$ cat config.mk
export PLATFORM = sky130hd
export DESIGN_NAME = st7789_fill_flat
export DESIGN_NICKNAME = d
export VERILOG_FILES = /design/src/rtl/st7789_fill_if.sv /design/src/rtl/st7789_fill.sv /design/src/flat_wrapper.sv
export SDC_FILE = /design/constraint.sdc
export NUM_CORES = 1
export LEC_CHECK = 0
export CAP_MARGIN = 20
export CORE_MARGIN = 5
export CORE_UTILIZATION = 54
export CTS_CLUSTER_SIZE = 12
export DETAILED_ROUTE_END_ITERATION = 12
export GPL_TIMING_DRIVEN = 0
export PLACE_DENSITY = 0.84
export SETUP_SLACK_MARGIN = 0.02
export SYNTH_ARGS = -nofsm -noshare
export SYNTH_HDL_FRONTEND = slang
export SYNTH_SLANG_ARGS = --single-unit
$ cat constraint.sdc
create_clock -name clock -period 2.95 [get_ports clock]
set_input_delay 0.885 -clock clock [delete_from_list [all_inputs] [get_ports clock]]
set_output_delay 0.885 -clock clock [all_outputs]
set_load 0.02 [all_outputs]
$ cat src/rtl/st7789_fill_if.sv
// Byte pull channel between the ST7789 stream generator and the SPI master.
// The source presents out/out_dc while empty=0; the sink pops with get.
interface st7789_fill_if;
  logic [7:0] out;
  logic       out_dc;
  logic       empty;
  logic       get;

  modport master (output out, output out_dc, output empty, input get);
  modport slave  (input out, input out_dc, input empty, output get);
endinterface

$ cat src/rtl/st7789_fill.sv
// ST7789 rectangle fill: CASET/RASET/RAMWR then one RGB565 pair per pixel; first byte visible the
// cycle after start, 1 byte/clock under sustained get; get=0 holds the current byte indefinitely.
module st7789_fill #(
  parameter int CW = 9
) (
  input  logic          clock,
  input  logic          reset_n,
  input  logic          start,
  input  logic [CW-1:0] x0,
  input  logic [CW-1:0] y0,
  input  logic [CW-1:0] x1,
  input  logic [CW-1:0] y1,
  input  logic [15:0]   color,
  st7789_fill_if.master bus,
  output logic          busy,
  output logic          done,
  output logic          error
);

  typedef enum logic [2:0] {
    IDLE  = 3'd0,
    CASET = 3'd1,
    RASET = 3'd2,
    RAMWR = 3'd3,
    PIXEL = 3'd4,
    DONE  = 3'd5
  } state_t;

  state_t        state, state_d;
  logic [2:0]    idx, idx_d;
  logic [CW-1:0] col, col_d;
  logic [CW-1:0] row, row_d;
  logic          half, half_d;
  logic [CW-1:0] x0_q, y0_q, x1_q, y1_q;
  logic [15:0]   color_q;
  logic          error_q;
  logic          bad_rect;
  logic          pop;

  assign bad_rect = (x1 < x0) || (y1 < y0);
  assign pop      = bus.get && !bus.empty;

  // Argument byte k (1..4) of a command: first word hi/lo, then second word hi/lo.
  function automatic logic [7:0] arg_byte(input logic [2:0] k, input logic [CW-1:0] a,
                                          input logic [CW-1:0] b);
    logic [15:0] aw;
    logic [15:0] bw;
    aw = 16'(a);
    bw = 16'(b);
    case (k)
      3'd1:    arg_byte = aw[15:8];
      3'd2:    arg_byte = aw[7:0];
      3'd3:    arg_byte = bw[15:8];
      default: arg_byte = bw[7:0];
    endcase
  endfunction

  always_ff @(posedge clock) begin
    if (!reset_n) begin
      state   <= IDLE;
      idx     <= '0;
      col     <= '0;
      row     <= '0;
      half    <= 1'b0;
      x0_q    <= '0;
      y0_q    <= '0;
      x1_q    <= '0;
      y1_q    <= '0;
      color_q <= '0;
      error_q <= 1'b0;
    end else begin
      state   <= state_d;
      idx     <= idx_d;
      col     <= col_d;
      row     <= row_d;
      half    <= half_d;
      error_q <= (state == IDLE) && start && bad_rect;
      if (state == IDLE && start) begin
        x0_q    <= x0;
        y0_q    <= y0;
        x1_q    <= x1;
        y1_q    <= y1;
        color_q <= color;
      end
    end
  end

  always_comb begin
    state_d = state;
    idx_d   = idx;
    col_d   = col;
    row_d   = row;
    half_d  = half;
    case (state)
      IDLE: begin
        idx_d = '0;
        if (start && !bad_rect) state_d = CASET;
      end
      CASET, RASET: begin
        if (pop) begin
          if (idx == 3'd4) begin
            idx_d   = '0;
            state_d = (state == CASET) ? RASET : RAMWR;
          end else begin
            idx_d = idx + 3'd1;
          end
        end
      end
      RAMWR: begin
        if (pop) begin
          state_d = PIXEL;
          col_d   = x0_q;
          row_d   = y0_q;
          half_d  = 1'b0;
        end
      end
      PIXEL: begin
        // Compare against the bound before incrementing so x1/y1 at 2^CW-1 never wrap.
        if (pop) begin
          half_d = ~half;
          if (half) begin
            if (col == x1_q) begin
              col_d = x0_q;
              if (row == y1_q) state_d = DONE;
              else             row_d   = row + 1'b1;
            end else begin
              col_d = col + 1'b1;
            end
          end
        end
      end
      DONE:    state_d = IDLE;
      default: state_d = IDLE;
    endcase
  end

  always_comb begin
    bus.out    = 8'h00;
    bus.out_dc = 1'b0;
    case (state)
      CASET: begin
        bus.out    = (idx == 3'd0) ? 8'h2A : arg_byte(idx, x0_q, x1_q);
        bus.out_dc = (idx != 3'd0);
      end
      RASET: begin
        bus.out    = (idx == 3'd0) ? 8'h2B : arg_byte(idx, y0_q, y1_q);
        bus.out_dc = (idx != 3'd0);
      end
      RAMWR:   bus.out = 8'h2C;
      PIXEL: begin
        bus.out    = half ? color_q[7:0] : color_q[15:8];
        bus.out_dc = 1'b1;
      end
      default: ;
    endcase
  end

  assign busy      = (state == CASET) || (state == RASET) || (state == RAMWR) || (state == PIXEL);
  assign bus.empty = !busy;
  assign done      = (state == DONE);
  assign error     = error_q;

endmodule

$ cat src/flat_wrapper.sv
// flat-port wrapper written by rule: the top's interface ports become plain ports
module st7789_fill_flat 
#(
  parameter int CW = 9
)
  (clock, reset_n, start, x0, y0, x1, y1, color, busy, done, error, bus_out, bus_out_dc, bus_empty, bus_get);
  st7789_fill_if bus_i ();
  input  logic clock;
  input  logic reset_n;
  input  logic start;
  input  logic [CW-1:0] x0;
  input  logic [CW-1:0] y0;
  input  logic [CW-1:0] x1;
  input  logic [CW-1:0] y1;
  input  logic [15:0] color;
  output logic busy;
  output logic done;
  output logic error;
  output wire logic [$bits(bus_i.out)-1:0] bus_out;
  output wire logic [$bits(bus_i.out_dc)-1:0] bus_out_dc;
  output wire logic [$bits(bus_i.empty)-1:0] bus_empty;
  input wire logic [$bits(bus_i.get)-1:0] bus_get;
  assign bus_out = bus_i.out;
  assign bus_out_dc = bus_i.out_dc;
  assign bus_empty = bus_i.empty;
  assign bus_i.get = bus_get;
  st7789_fill #(.CW(CW)) u_core (.clock(clock), .reset_n(reset_n), .start(start), .x0(x0), .y0(y0), .x1(x1), .y1(y1), .color(color), .bus(bus_i), .busy(busy), .done(done), .error(error));
endmodule
Word-level counts from Yosys, hierarchy flattened
Cells that the tools add are included.
{"block": "classes", "add_sub_neg": 3, "n_lt_le_gt_ge": 2, "eq_ne": 20, "muxes": 34, "bitwise": 1, "reduce_logical": 21}
{"cell": "$mux W9", "n": 9}
{"cell": "$pmux W8 S3", "n": 2}
{"cell": "$pmux W9 S2", "n": 2}
{"cell": "$pmux W8 S4", "n": 1}
{"cell": "$mux W3", "n": 10}
{"cell": "$mux W8", "n": 3}
{"cell": "$add A9 B1 Y9 const B", "n": 2}
{"cell": "$eq A9 B9 Y1", "n": 2}
{"cell": "$lt A9 B9 Y1", "n": 2}
{"cell": "$ne A2 B1 Y1 const B", "n": 7}
{"cell": "$eq A3 B2 Y1 const B", "n": 4}
{"cell": "$pmux W3 S4", "n": 1}
{"cell": "$eq A3 B3 Y1 const B", "n": 3}
{"cell": "$reduce_and A8 Y1", "n": 1}
{"cell": "$eq A3 B1 Y1 const B", "n": 2}
{"cell": "$logic_not A3 Y1", "n": 2}
{"cell": "$pmux W3 S2", "n": 1}
{"cell": "$reduce_and A6 Y1", "n": 1}
{"cell": "$logic_and A1 B1 Y1", "n": 4}
{"cell": "$logic_or A1 B1 Y1", "n": 4}
{"cell": "$ne A2 B2 Y1 const B", "n": 2}
{"cell": "$pmux W1 S2", "n": 2}
{"cell": "$reduce_and A4 Y1", "n": 1}
{"cell": "$reduce_bool A2 Y1", "n": 2}
{"cell": "other kinds (8)", "n": 11}
{"block": "word_totals", "register_bits": 78, "out_inout_bits": 13, "elab_cells": 92}

Depth between registers and ports, before layout
{"block": "logic_depth", "depth_word": 7, "depth_mapped": 8, "ltp_nobuf": 8}

Worst setup path after synthesis
OpenSTA, ideal clock, no wires.
{"block": "synth_path", "path_type": "reg2out", "startpoint": "reg u_core.idx[0]", "endpoint": "out bus_out[4]", "arrival_ns": 1.942, "path_slack_ns": 0.123, "stages_incl_launch_ff": 9, "n_path_buf": 1, "cell_sequence": "dfxtp_1 > inv_1 > ha_1 > or2_2 > a21oi_1 > buf_2 > a22oi_1 > o22a_1 > o21ai_0"}
{"block": "synth_via", "elab_chain_cells": 4, "word_cells_on_any_way": 9, "cone_classes": "eq/ne (3); mux (5); reduce/logical (1)"}
{"element": "from (decl)", "line": "st7789_fill.sv:30", "rtl": "logic [2:0] idx, idx_d;"}
{"element": "from (signal assigned)", "line": "st7789_fill.sv:73", "rtl": "idx <= idx_d;"}
{"element": "$eq A3 B2 Y1 or $eq A3 B1 Y1 (tied branches)", "line": "st7789_fill.sv:50", "rtl": "case (k)"}
{"element": "$pmux W8 S3", "line": "st7789_fill.sv:50"}
{"element": "$mux W8, on equally long branches", "line": "st7789_fill.sv:146, st7789_fill.sv:142"}
{"element": "$pmux W8 S4 *", "line": "st7789_fill.sv:140", "rtl": "case (state)"}
{"element": "to (decl)", "line": "flat_wrapper.sv:19", "rtl": "output wire logic [$bits(bus_i.out)-1:0] bus_out;"}
Every way passes the cells marked *; elsewhere a longest branch is shown, timed or not.

Worst setup path after layout
{"block": "layout_path", "startpoint": "reg u_core.idx[0]", "endpoint": "out bus_out[0]"}
Same word-level chain as after synthesis.

==> impl_metrics.csv <==
group,metric,value,unit
sta,timing.final.max_slew_violations,0,
synth,syn-instance-count,586,
synth,syn-cell-area,0.00443,mm²
place,dpl.cell_count,759,
floorplan,core_rows,33,
power_and_ir_drop,leak,2.23,nW
worst_setup_path,cp.required,2070,ps
route,postRouteWirelength,14800,µm
sta,fin_ws,-166,ps
global_route,grt_first_pass_wirelength,23300,µm
sta,period_needed,3120,ps
place,numPortBuffers,68,
worst_setup_path,criticalPathCategory,"reg2out",
synth,synth_seq_cells,78,
worst_setup_path,critPathLaunchType,"flip-flop",
floorplan,die_width,101,µm
synth,post_synthesis_sequential_area_ratio,35.2,%
synth,async_flop_share,0,%
sta,worst_slew_margin_rel,50.6,%
floorplan,initial_utilization,54.8,%
hold_path,timing.hold.worst_endpoint,"u_core.color_q[10]$_SDFFE_PN0P_",
cts,worst_setup_hold_path_clk_slew,90,ps
worst_setup_path,rr_worst_depth,7,
synth,synth_top_flop_cell,"sky130_fd_sc_hd__dfxtp_1",
route,detailroute.via_count,4794,
place,routabilityCongestion,0.957,
outcome,failed_checks,"setup timing",
cts,max-clock-path-buffers,2,
worst_setup_path,worstPathMaxFanout,7,
synth,synth_top_cell_area_share,35.2,%
synth,synth_edf_count,0,
route,detail_route.wl_per_cell,18.8,µm
layout,finalCoreUtilization,71.2,%
sta,fin_skew,7.98,ps
synth,netlist.top_cell.by_area,"sky130_fd_sc_hd__dfxtp_1",
worst_setup_path,regToRegEndpoint,"u_core.color_q[10]$_SDFFE_PN0P_",
floorplan,ios,69,
sta,setup-violations-final,7,
place,hpwl,11000,µm
route,detail_route.vias_per_cell,6.09,
route,drt-pass1-iter-count,5,
flow_run,cap_violations,0,
cts,clock_tree.htree_level_count,3,
global_route,grt_overflow_total,0,
layout,flow.area_growth_from_synthesis,30.1,%
worst_setup_path,startpoint_of_the_most_critical_register_to_register_path,"u_core.state[2]$_SDFFE_PN0P_",
worst_setup_path,critPathArrivalTime,2230,ps
floorplan,coreArea,0.00809,mm²
route,drt-initial-drc-count,337,
cts,cts_root_buffer,"sky130_fd_sc_hd__clkbuf_8",
cts,cts_tree,"done",
layout,layout_common_cells,"sky130_fd_sc_hd__nand2_1, sky130_fd_sc_hd__a21oi_1, sky130_fd_sc_hd__dfxtp_1",
cts,clkLatencyLatePin,350,ps
layout,layout_commonest_cell,"sky130_fd_sc_hd__nand2_1",
cts,cts_hold_repair_buffers,0,
synth,yosysUniqueCellTypes,58,
route,remaining_design_rule_violation_count,0,
hold_path,hold_path_origin,"u_core.color_q[10]$_SDFFE_PN0P_",
sta,final.setup.tns,-639,ps
route,route.antenna.remaining_nets,0,
synth,syn_nets,665,
sta,pin_slew_with_the_least_headroom_to_its_limit,739,ps
sta,maxClockFrequency,321,MHz
synth,avgSynthCellArea,7.56,µm²
sta,final_worst_path_period_share,106,%
outcome,outcome,"finished with violations",
hold_path,worst_hold_path_type,"reg2reg",
global_route,antenna_found_initial,0,
floorplan,die_y,101,µm
global_route,first_global_vias,4571,
cts,cts.sink_count,78,
sta,grt_setup_unrepaired,"true",
synth,synthesis.yosys.warnings,0,
power_and_ir_drop,ir_drop,0.000288,V
worst_setup_path,reg2reg_slack,760,ps
cts,numCtsBuffers,9,
global_route,grt_start_max_net_pins,15,
layout,finalNetCount,756,
floorplan,die_area,0.0101,mm²
sta,hold_viol,0,
global_route,grtUsageTotal,29.4,%
power_and_ir_drop,cellPowerDensity,433,mW/mm²
layout,insertedDiodeCount,0,
synth,synth.top_cells.by_area,"sky130_fd_sc_hd__dfxtp_1, sky130_fd_sc_hd__nand2_1, sky130_fd_sc_hd__a21oi_1, sky130_fd_sc_hd__ha_1, sky130_fd_sc_hd__o21ai_0",
hold_path,timing.hold.worst_path_depth,2,
layout,layoutNonFillerInstCount,787,
worst_setup_path,critical_path.endpoint_type,"primary output",
layout,final_layout_size_suffix_gt1_share,13.8,%
-- routing by layer --
| metal | share of wire [%] | GRT usage, % |
|---|---|---|
| met2 | 47 | 47.5 |
| met3 | 9.3 | 6.44 |
| met4 | 3.4 | 11.2 |
| met5 | 0 | 0 |
| met1 | 40 | 38.3 |
-- worst max-delay path, cell delays in order (launching register included) --
cell,delay [ps]
sky130_fd_sc_hd__dfxtp_4,410
sky130_fd_sc_hd__inv_4,60
sky130_fd_sc_hd__ha_4,170
sky130_fd_sc_hd__or2_4,240
sky130_fd_sc_hd__a21oi_4,230
sky130_fd_sc_hd__a222oi_1,130
sky130_fd_sc_hd__or3_1,410
sky130_fd_sc_hd__o221ai_2,90
sky130_fd_sc_hd__buf_6,150
-- worst max path at each step --
stage                                     from    endpoint  cells past startpoint
global placement    u_core.idx[0]$_SDFFE_PN0P_  bus_out[4]                      9
global route        u_core.idx[0]$_SDFFE_PN0P_  bus_out[0]                      8
detailed placement  u_core.idx[0]$_SDFFE_PN0P_  bus_out[4]                      9
CTS                 u_core.idx[1]$_SDFFE_PN0P_  bus_out[0]                      8
finish              u_core.idx[0]$_SDFFE_PN0P_  bus_out[0]                      8
floorplan           u_core.idx[0]$_SDFFE_PN0P_  bus_out[4]                      8
-- through the flow --
step | setup slack, ps | cell area (µm²) | hold slack (ps) | power (W)
2_1_floorplan | 123 | 4430 | 433 | 0.00143
6_report | -166 | 5760 | 458 | 0.00250
3_3_place_gp | -768 | 5240 | 445 | 0.00163
4_1_cts | -146 | 5670 | 461 | 0.00247
3_5_place_dp | -779 | 5240 | 449 | 0.00164
5_1_grt | -209 | 5760 | 469 | 0.00260
-- synthesized netlist by cell type, drive strengths merged, types with 10 or more instances --
cell and instances:
ha 23, dfxtp 78, nor2 21, a21oi 88
nand3 18, nand2 137, o21ai 30, clkbuf 26
inv 26, a22oi 11, xnor2 10, mux2i 10
-- final cells by class --
class	count	area, µm²
Tap cell	105	131
Clock buffer	10	128
Buffer	34	179
Inverter	27	106
Multi-Input combinational cell	447	2800
Timing Repair Buffer	80	771
Sequential cell	78	1570
Fill cell	684	2330
Clock inverter	6	72.6
-- what timing repair did --
item	in CTS	in global routing
setup buffers	7	4
cloned	1	0
gates resized for setup	101	18
pin swaps	13	6
endpoints found under the setup margin	11	10
-- power by group --
group / total [W] / internal (W) / switching, W
registers: 0.00117 / 0.00111 / 0.0000630
clock network: 0.000827 / 0.000397 / 0.000429
logic: 0.000500 / 0.000226 / 0.000274
total: 0.00250 / 0.00173 / 0.000766
-- state kept, by name, indices dropped and copies added, names as in the netlist --
register        cells
u_core.col          9
u_core.color_q     16
u_core.error        1
u_core.half         1
u_core.idx          3
u_core.row          9
u_core.state        3
u_core.x0_q         9
u_core.x1_q         9
u_core.y0_q         9
u_core.y1_q         9
-- logic make-up after synthesis --
logic type / count (synthesis) / synth area share (%)
AO/OA/AOI/OAI: 177 / 24.5
XOR/XNOR: 19 / 3.75
adder cells (fa/ha/maj): 23 / 6.49
buffers and inverters: 61 / 5.53
flip-flops: 78 / 35.2
multiplexers: 11 / 2.51
AND/OR/NAND/NOR: 217 / 21.9
No activity file was read; power rests on OpenSTA's default activity.
